**src/rtl/rn_fc_ctrl.sv**
```systemverilog
`default_nettype none
// ============================================================================
// Module   : rn_fc_ctrl
// Brief    : FC layer sequencer: requests parameters, runs a multi-lane signed
//            MAC per weight group and writes requantized neuron outputs.
// Revision : 1.0 - initial release
// ============================================================================
module rn_fc_ctrl #(
    parameter int INPUTS_MAC = 6,
    parameter int SHIFT      = 0,
    parameter int ACC_W      = 32
) (
    input  logic                    clk,
    input  logic                    rst,
    input  logic                    start,
    input  logic [7:0]              cant_inputs,
    input  logic [15:0]             iters_per_neuron,
    input  logic [7:0]              modulo,
    input  logic [7:0]              cant_neurons,
    input  logic [7:0]              last,
    input  logic [15:0]             of_offset,
    input  logic [INPUTS_MAC*8-1:0] kernel_FC,
    input  logic [7:0]              bias_FC,
    input  logic                    struct_ready,
    output logic                    next_layer,
    output logic                    next_neuron,
    output logic                    get_weight,
    output logic                    act_rd,
    output logic [15:0]             act_addr,
    input  logic [INPUTS_MAC*8-1:0] act_data,
    output logic                    of_wr,
    output logic [15:0]             of_addr,
    output logic [7:0]              of_data,
    output logic                    busy,
    output logic                    done,
    output logic                    cfg_err
);

    localparam logic [3:0] c_S_IDLE   = 4'd0;
    localparam logic [3:0] c_S_REQ_L  = 4'd1;
    localparam logic [3:0] c_S_WAIT_L = 4'd2;
    localparam logic [3:0] c_S_REQ_W  = 4'd3;
    localparam logic [3:0] c_S_WAIT_W = 4'd4;
    localparam logic [3:0] c_S_MAC    = 4'd5;
    localparam logic [3:0] c_S_WR     = 4'd6;
    localparam logic [3:0] c_S_REQ_N  = 4'd7;
    localparam logic [3:0] c_S_WAIT_N = 4'd8;
    localparam logic [3:0] c_S_FIN    = 4'd9;

    localparam logic signed [ACC_W-1:0] c_SAT_MAX = ACC_W'(127);
    localparam logic signed [ACC_W-1:0] c_SAT_MIN = ACC_W'(-128);

    logic [3:0]              r_state;
    logic signed [ACC_W-1:0] r_acc;
    logic [15:0]             r_g;
    logic [7:0]              r_n;
    logic [15:0]             r_iters;
    logic [7:0]              r_modulo;
    logic [7:0]              r_neurons;
    logic                    r_last;
    logic [15:0]             r_offset;
    logic [INPUTS_MAC*8-1:0] r_kernel;
    logic                    r_cfg_err;

    logic                    w_last_grp;
    logic signed [15:0]      w_prod [INPUTS_MAC];
    logic signed [ACC_W-1:0] w_sum;
    logic signed [ACC_W-1:0] w_bias_ext;
    logic signed [ACC_W-1:0] w_shift;
    logic signed [ACC_W-1:0] w_relu;
    logic [7:0]              w_sat;
    logic [31:0]             w_cfg_total;
    logic                    w_cfg_bad;

    assign w_last_grp = (r_g == (r_iters - 16'd1));
    assign w_bias_ext = {{(ACC_W-8){bias_FC[7]}}, bias_FC};

    generate
        for (genvar k = 0; k < INPUTS_MAC; k++) begin : g_lane
            localparam logic [7:0] c_LANE = 8'(k);
            logic signed [15:0] w_k;
            logic signed [15:0] w_a;
            logic signed [15:0] w_p;
            assign w_k = {{8{r_kernel[k*8+7]}}, r_kernel[k*8 +: 8]};
            assign w_a = {{8{act_data[k*8+7]}}, act_data[k*8 +: 8]};
            assign w_p = w_k * w_a;
            // lanes past modulo in the final group carry no real input
            assign w_prod[k] = (w_last_grp && (r_modulo != 8'd0) && (c_LANE >= r_modulo))
                               ? 16'sd0 : w_p;
        end
    endgenerate

    always_comb begin
        w_sum = '0;
        for (int i = 0; i < INPUTS_MAC; i++) begin
            w_sum = w_sum + {{(ACC_W-16){w_prod[i][15]}}, w_prod[i]};
        end
    end

    always_comb begin
        w_shift = r_acc >>> SHIFT;
        w_relu  = w_shift;
        if (!r_last && (w_shift < 0)) begin
            w_relu = '0;
        end
        if (w_relu > c_SAT_MAX) begin
            w_sat = 8'h7F;
        end else if (w_relu < c_SAT_MIN) begin
            w_sat = 8'h80;
        end else begin
            w_sat = w_relu[7:0];
        end
    end

    assign w_cfg_total = ({16'd0, iters_per_neuron} * 32'(INPUTS_MAC))
                       - ((modulo != 8'd0) ? (32'(INPUTS_MAC) - {24'd0, modulo}) : 32'd0);
    assign w_cfg_bad   = (w_cfg_total != {24'd0, cant_inputs});

    always_ff @(posedge clk) begin
        if (rst) begin
            r_state   <= c_S_IDLE;
            r_acc     <= '0;
            r_g       <= '0;
            r_n       <= '0;
            r_iters   <= '0;
            r_modulo  <= '0;
            r_neurons <= '0;
            r_last    <= 1'b0;
            r_offset  <= '0;
            r_kernel  <= '0;
            r_cfg_err <= 1'b0;
        end else begin
            case (r_state)
                c_S_IDLE: begin
                    if (start) r_state <= c_S_REQ_L;
                end
                c_S_REQ_L: r_state <= c_S_WAIT_L;
                c_S_WAIT_L: begin
                    if (struct_ready) begin
                        r_iters   <= iters_per_neuron;
                        r_modulo  <= modulo;
                        r_neurons <= cant_neurons;
                        r_last    <= (last != 8'd0);
                        r_offset  <= of_offset;
                        r_acc     <= w_bias_ext;
                        r_n       <= '0;
                        r_g       <= '0;
                        r_cfg_err <= r_cfg_err | w_cfg_bad;
                        if ((cant_neurons == 8'd0) || (iters_per_neuron == 16'd0)) begin
                            r_state <= c_S_FIN;
                        end else begin
                            r_state <= c_S_REQ_W;
                        end
                    end
                end
                c_S_REQ_W: r_state <= c_S_WAIT_W;
                c_S_WAIT_W: begin
                    if (struct_ready) begin
                        r_kernel <= kernel_FC;
                        r_state  <= c_S_MAC;
                    end
                end
                c_S_MAC: begin
                    r_acc <= r_acc + w_sum;
                    r_g   <= r_g + 16'd1;
                    if ((r_g + 16'd1) == r_iters) begin
                        r_state <= c_S_WR;
                    end else begin
                        r_state <= c_S_REQ_W;
                    end
                end
                c_S_WR: begin
                    r_n <= r_n + 8'd1;
                    r_g <= '0;
                    if ((r_n + 8'd1) == r_neurons) begin
                        r_state <= c_S_FIN;
                    end else begin
                        r_state <= c_S_REQ_N;
                    end
                end
                c_S_REQ_N: r_state <= c_S_WAIT_N;
                c_S_WAIT_N: begin
                    if (struct_ready) begin
                        r_acc   <= w_bias_ext;
                        r_state <= c_S_REQ_W;
                    end
                end
                c_S_FIN:  r_state <= c_S_IDLE;
                default:  r_state <= c_S_IDLE;
            endcase
        end
    end

    assign next_layer  = (r_state == c_S_REQ_L);
    assign next_neuron = (r_state == c_S_REQ_N);
    assign get_weight  = (r_state == c_S_REQ_W);
    assign act_rd      = (r_state == c_S_WAIT_W) && struct_ready;
    assign act_addr    = act_rd ? (r_g * 16'(INPUTS_MAC)) : 16'd0;
    assign of_wr       = (r_state == c_S_WR);
    assign of_addr     = of_wr ? (r_offset + {8'd0, r_n}) : 16'd0;
    assign of_data     = of_wr ? w_sat : 8'd0;
    assign busy        = (r_state != c_S_IDLE) && (r_state != c_S_FIN);
    assign done        = (r_state == c_S_FIN);
    assign cfg_err     = r_cfg_err;

endmodule
`default_nettype wire

```
**config.mk**
```make
export PLATFORM = sky130hd
export DESIGN_NAME = rn_fc_ctrl
export DESIGN_NICKNAME = d
export VERILOG_FILES = /design/src/rtl/rn_fc_ctrl.sv
export SDC_FILE = /design/constraint.sdc
export NUM_CORES = 2
export LEC_CHECK = 0
export CORE_MARGIN = 3
export CORE_UTILIZATION = 62
export DETAILED_ROUTE_END_ITERATION = 7
export HOLD_SLACK_MARGIN = 0.1
export PLACE_DENSITY = 0.84
export SLEW_MARGIN = 20
export SYNTH_ARGS = -nofsm -noshare
export SYNTH_HDL_FRONTEND = slang
export SYNTH_SLANG_ARGS = --single-unit
export TNS_END_PERCENT = 50
```
**constraint.sdc**
```tcl
create_clock -name clk -period 24.4 [get_ports clk]
set_input_delay 4.88 -clock clk [delete_from_list [all_inputs] [get_ports clk]]
set_output_delay 4.88 -clock clk [all_outputs]
set_load 0.01 [all_outputs]
```
==> summary.txt <==
Global route
  – Grt total ovfl: 0
  – Initial antenna violation count: 2
  – Pin count of the biggest net entering global routing: 83
  – Gr usage total: 30.3%
  – First-pass GRT wire length: 125000 um
  – Vias in the first global route: 25063

Worst hold path
  – WHS Endpoint: r_modulo[6]
  – Min-delay src: r_modulo[6]
  – Hold WC Path Type: reg -> reg
  – Cells on Worst Hold Path: 2

STA
  – Setup TNS: 0 ps
  – Peak Freq: 67.3 MHz
  – Tmin final: 14850 ps
  – Fin crit share: 60.9%
  – Fin. Hold Viols: 0
  – Max-slew headroom at the worst pin: 22.7%
  – RSZ-0062 raised after global routing: false
  – Slew Viols, Final: 0
  – Worst Tran Pin Value: 1150 ps
  – Clk_skew: 13.3 ps
  – # setup viols final: 0

Route
  – Final wirelength: 75500 um
  – TritonRoute pass-1 iters: 8
  – DR iter-0 viols: 1640
  – DRC: 2
  – DR vias: 25160
  – WL per Instance: 17.0 um
  – Vias per cell: 5.66
  – Routed Antenna Nets: 0

Status
  – Failing checks: DRC
  – Status: complete, but fails checks

Critical path
  – CP max FO: 14
  – FF-to-FF path depth: 36
  – CP dominant cell by count: fa_1
  – WP data arrival: 15240 ps
  – Crit path capture type: register
  – Setup crit start kind: input pin
  – Slowest Stage Delay on Critical Path: 680 ps
  – Reg2Reg Setup Slack: 14070 ps
  – CP bufs+invs: 8
  – Reg2reg start: r_kernel[31]
  – Reg2reg end: r_acc[22]
  – CP Launch Point: act_data[26]
  – WP data required: 24790 ps
  – Max stage delay cell, worst path: fa_1
  – Cell family with most CP delay: adder cells
  – Worst Path Class, Setup: in -> reg

Layout
  – Share of layout cells above drive strength 1: 2.11%
  – Final Net Count: 4738
  – Area growth syn-to-layout: 11.1%
  – Most frequent cells in the layout: inv_1 (674), fa_1 (455), nand2_1 (427)
  – Most common cell after layout, fill and taps aside: inv_1

Place
  – # port buffers: 218
  – Hpwl dp: 61900 um
  – Global placement routability congestion: 0.931

Die
  – Horiz. Die Dim: 227 um
  – Die Area: 51500 um^2
  – Ports: 220
  – Initial core utilization: 63.1%
  – Row Count: 80
  – Core footprint: 47900 um^2
  – Die height: 227 um

Power and ir drop
  – Int Power: 1240 uW
  – PD cells: 74.3 nW/um^2
  – Total power: 2500 uW
  – Sw frac: 50.2%
  – Clk pwr share: 11.9%
  – Sw power: 1250 uW
  – Register share of total power: 11.3%
  – Maximum vdd drop: 0.114 mV
  – LEAKAGE: 0.0162 uW
  – Power share of the combinational group: 76.8%

Logic synthesis
  – Syn Area/Cell: 8.26 um^2
  – Synth Net Count: 4580
  – Synth async-reset ratio: 0%
  – Synth area leaders: fa_1 (30%), ha_1 (12%), dfxtp_1 (10%), inv_1 (8.4%), and2_1 (5.5%)
  – Number of flops mapped to enable cells by yosys: 0
  – Sequential area share after synthesis: 10.5%
  – Synth cell types: 75
  – Area leader, netlist: fa_1
  – Syn. warnings: 0
  – Top cell type's share of synthesized area: 30.1%
  – Seq cells post-synth: 158
  – Post-synthesis cell count: 3661
  – Syn Std Cell Area: 30200 um^2
  – Most used DFF post-synth: dfxtp_1

Clocking
  – Hold buffer count at CTS: 0
  – Reg clk slew, reported paths: 70 ps
  – Sink Count: 158
  – Later-pin clock latency in the skew report: 510 ps
  – CTS H-tree depth: 4
  – CTS Buf Count: 17
  – CTS root buffer: clkbuf_16
  – Resized Gates After CTS: 0
  – Post-CTS setup buffers: 0
  – CTS tree: built
  – Max clock buf depth: 2

Job
  – Max_cap viols: 0
==> through the flow <==
| step | hold WS (ps) | instance area [um^2] | utilization (%) | instances | worst slack (ps) |
|---|---|---|---|---|---|
| finish | 455 | 33600 | 70.1 | 4449 | 9550 |
| global route | 474 | 33600 | 70.1 | 4447 | 9040 |
| CTS | 454 | 33600 | 70.0 | 4447 | 9630 |
| detailed placement | 445 | 33000 | 68.8 | 4415 | 9200 |
| global placement | 439 | 33000 | 68.8 | 4415 | 9470 |
| floorplan | 431 | 30200 | - | 3661 | 10600 |
==> power groups by stage <==
| stage | Clock [uW] | Sequential (uW) | Combinational (uW) |
|---|---|---|---|
| after CTS | 300 | 282 | 1900 |
| after global placement | 0 | 288 | 1820 |
| after detailed placement | 0 | 288 | 1880 |
| final | 297 | 283 | 1920 |
| after floorplan | 0 | 281 | 1470 |
| after global routing | 307 | 284 | 2170 |
==> kinds of logic (layout without fill, tap and decap cells) <==
logic type,count (synthesis),in the layout,synth area share [%]
compound gates,572,572,11.6
fa+ha+maj,747,747,42.2
other cells,1,3,0.0124
xor+xnor,243,243,7.04
flops,158,158,10.5
mux,8,8,0.285
buf+inv,768,939,9.55
simple gates,1164,1164,18.9
==> tightest hold or removal path, delay by kind of cell, from the launching register on <==
family / cells / cell delay, ps
flip-flops: 1 / 310
AND/OR/NAND/NOR: 1 / 50
AO/OA/AOI/OAI: 1 / 50
==> cell usage after synthesis, drive strengths merged, types with 4 or more instances <==
master     n
nand3     48
nor3      52
and2     268
nor2b     19
o2111ai    4
xnor2    160
a21boi     6
o311ai     5
buf        5
o31ai      8
xor2      83
or2       14
nand2b    45
a211o      7
o21a      14
nor2     186
o211ai     6
a211oi    20
or4        6
clkbuf    88
a311oi    12
a31oi     17
nand4     18
o21ai     80
nor3b      5
inv      674
ha       292
nor4      22
nand2    427
mux2       5
o21bai    38
and3      26
o41ai      8
a2111oi    7
a21oi    268
fa       455
dfxtp    158
or3       16
a21o      42
==> cell type report <==
class,count,area [um^2]
tap,615,769
multi-input combinational,2735,24200
antenna,2,5.00
fill,3748,14300
clock buffer,18,439
inverter,675,2530
sequential,158,3160
clock inverter,14,175
timing repair buffer,232,2290
==> how the worst max path moves through the flow <==
stage	end	cells past startpoint
5_1_grt	r_acc[22]	37
6_report	r_acc[22]	37
4_1_cts	r_acc[22]	37
3_5_place_dp	r_acc[22]	37
2_1_floorplan	r_acc[22]	34
3_3_place_gp	r_acc[22]	37
==> routing by layer <==
layer	up-vias	wire, um	GRT usage (%)
met2	792	36500	50.7
met1	12290	31400	39.4
met5	-	23	0
li1	11934	-	-
met3	140	5460	6.81
met4	4	2120	9.04
==> flip-flops by register name, summed over array words and instances, names as in the netlist <==
register,flops
r_last,1
r_modulo,8
r_iters,16
cfg_err,1
r_state,4
r_neurons,8
r_offset,16
r_g,16
r_n,8
r_kernel,48
r_acc,32
Power figures use the tool's default switching activity.
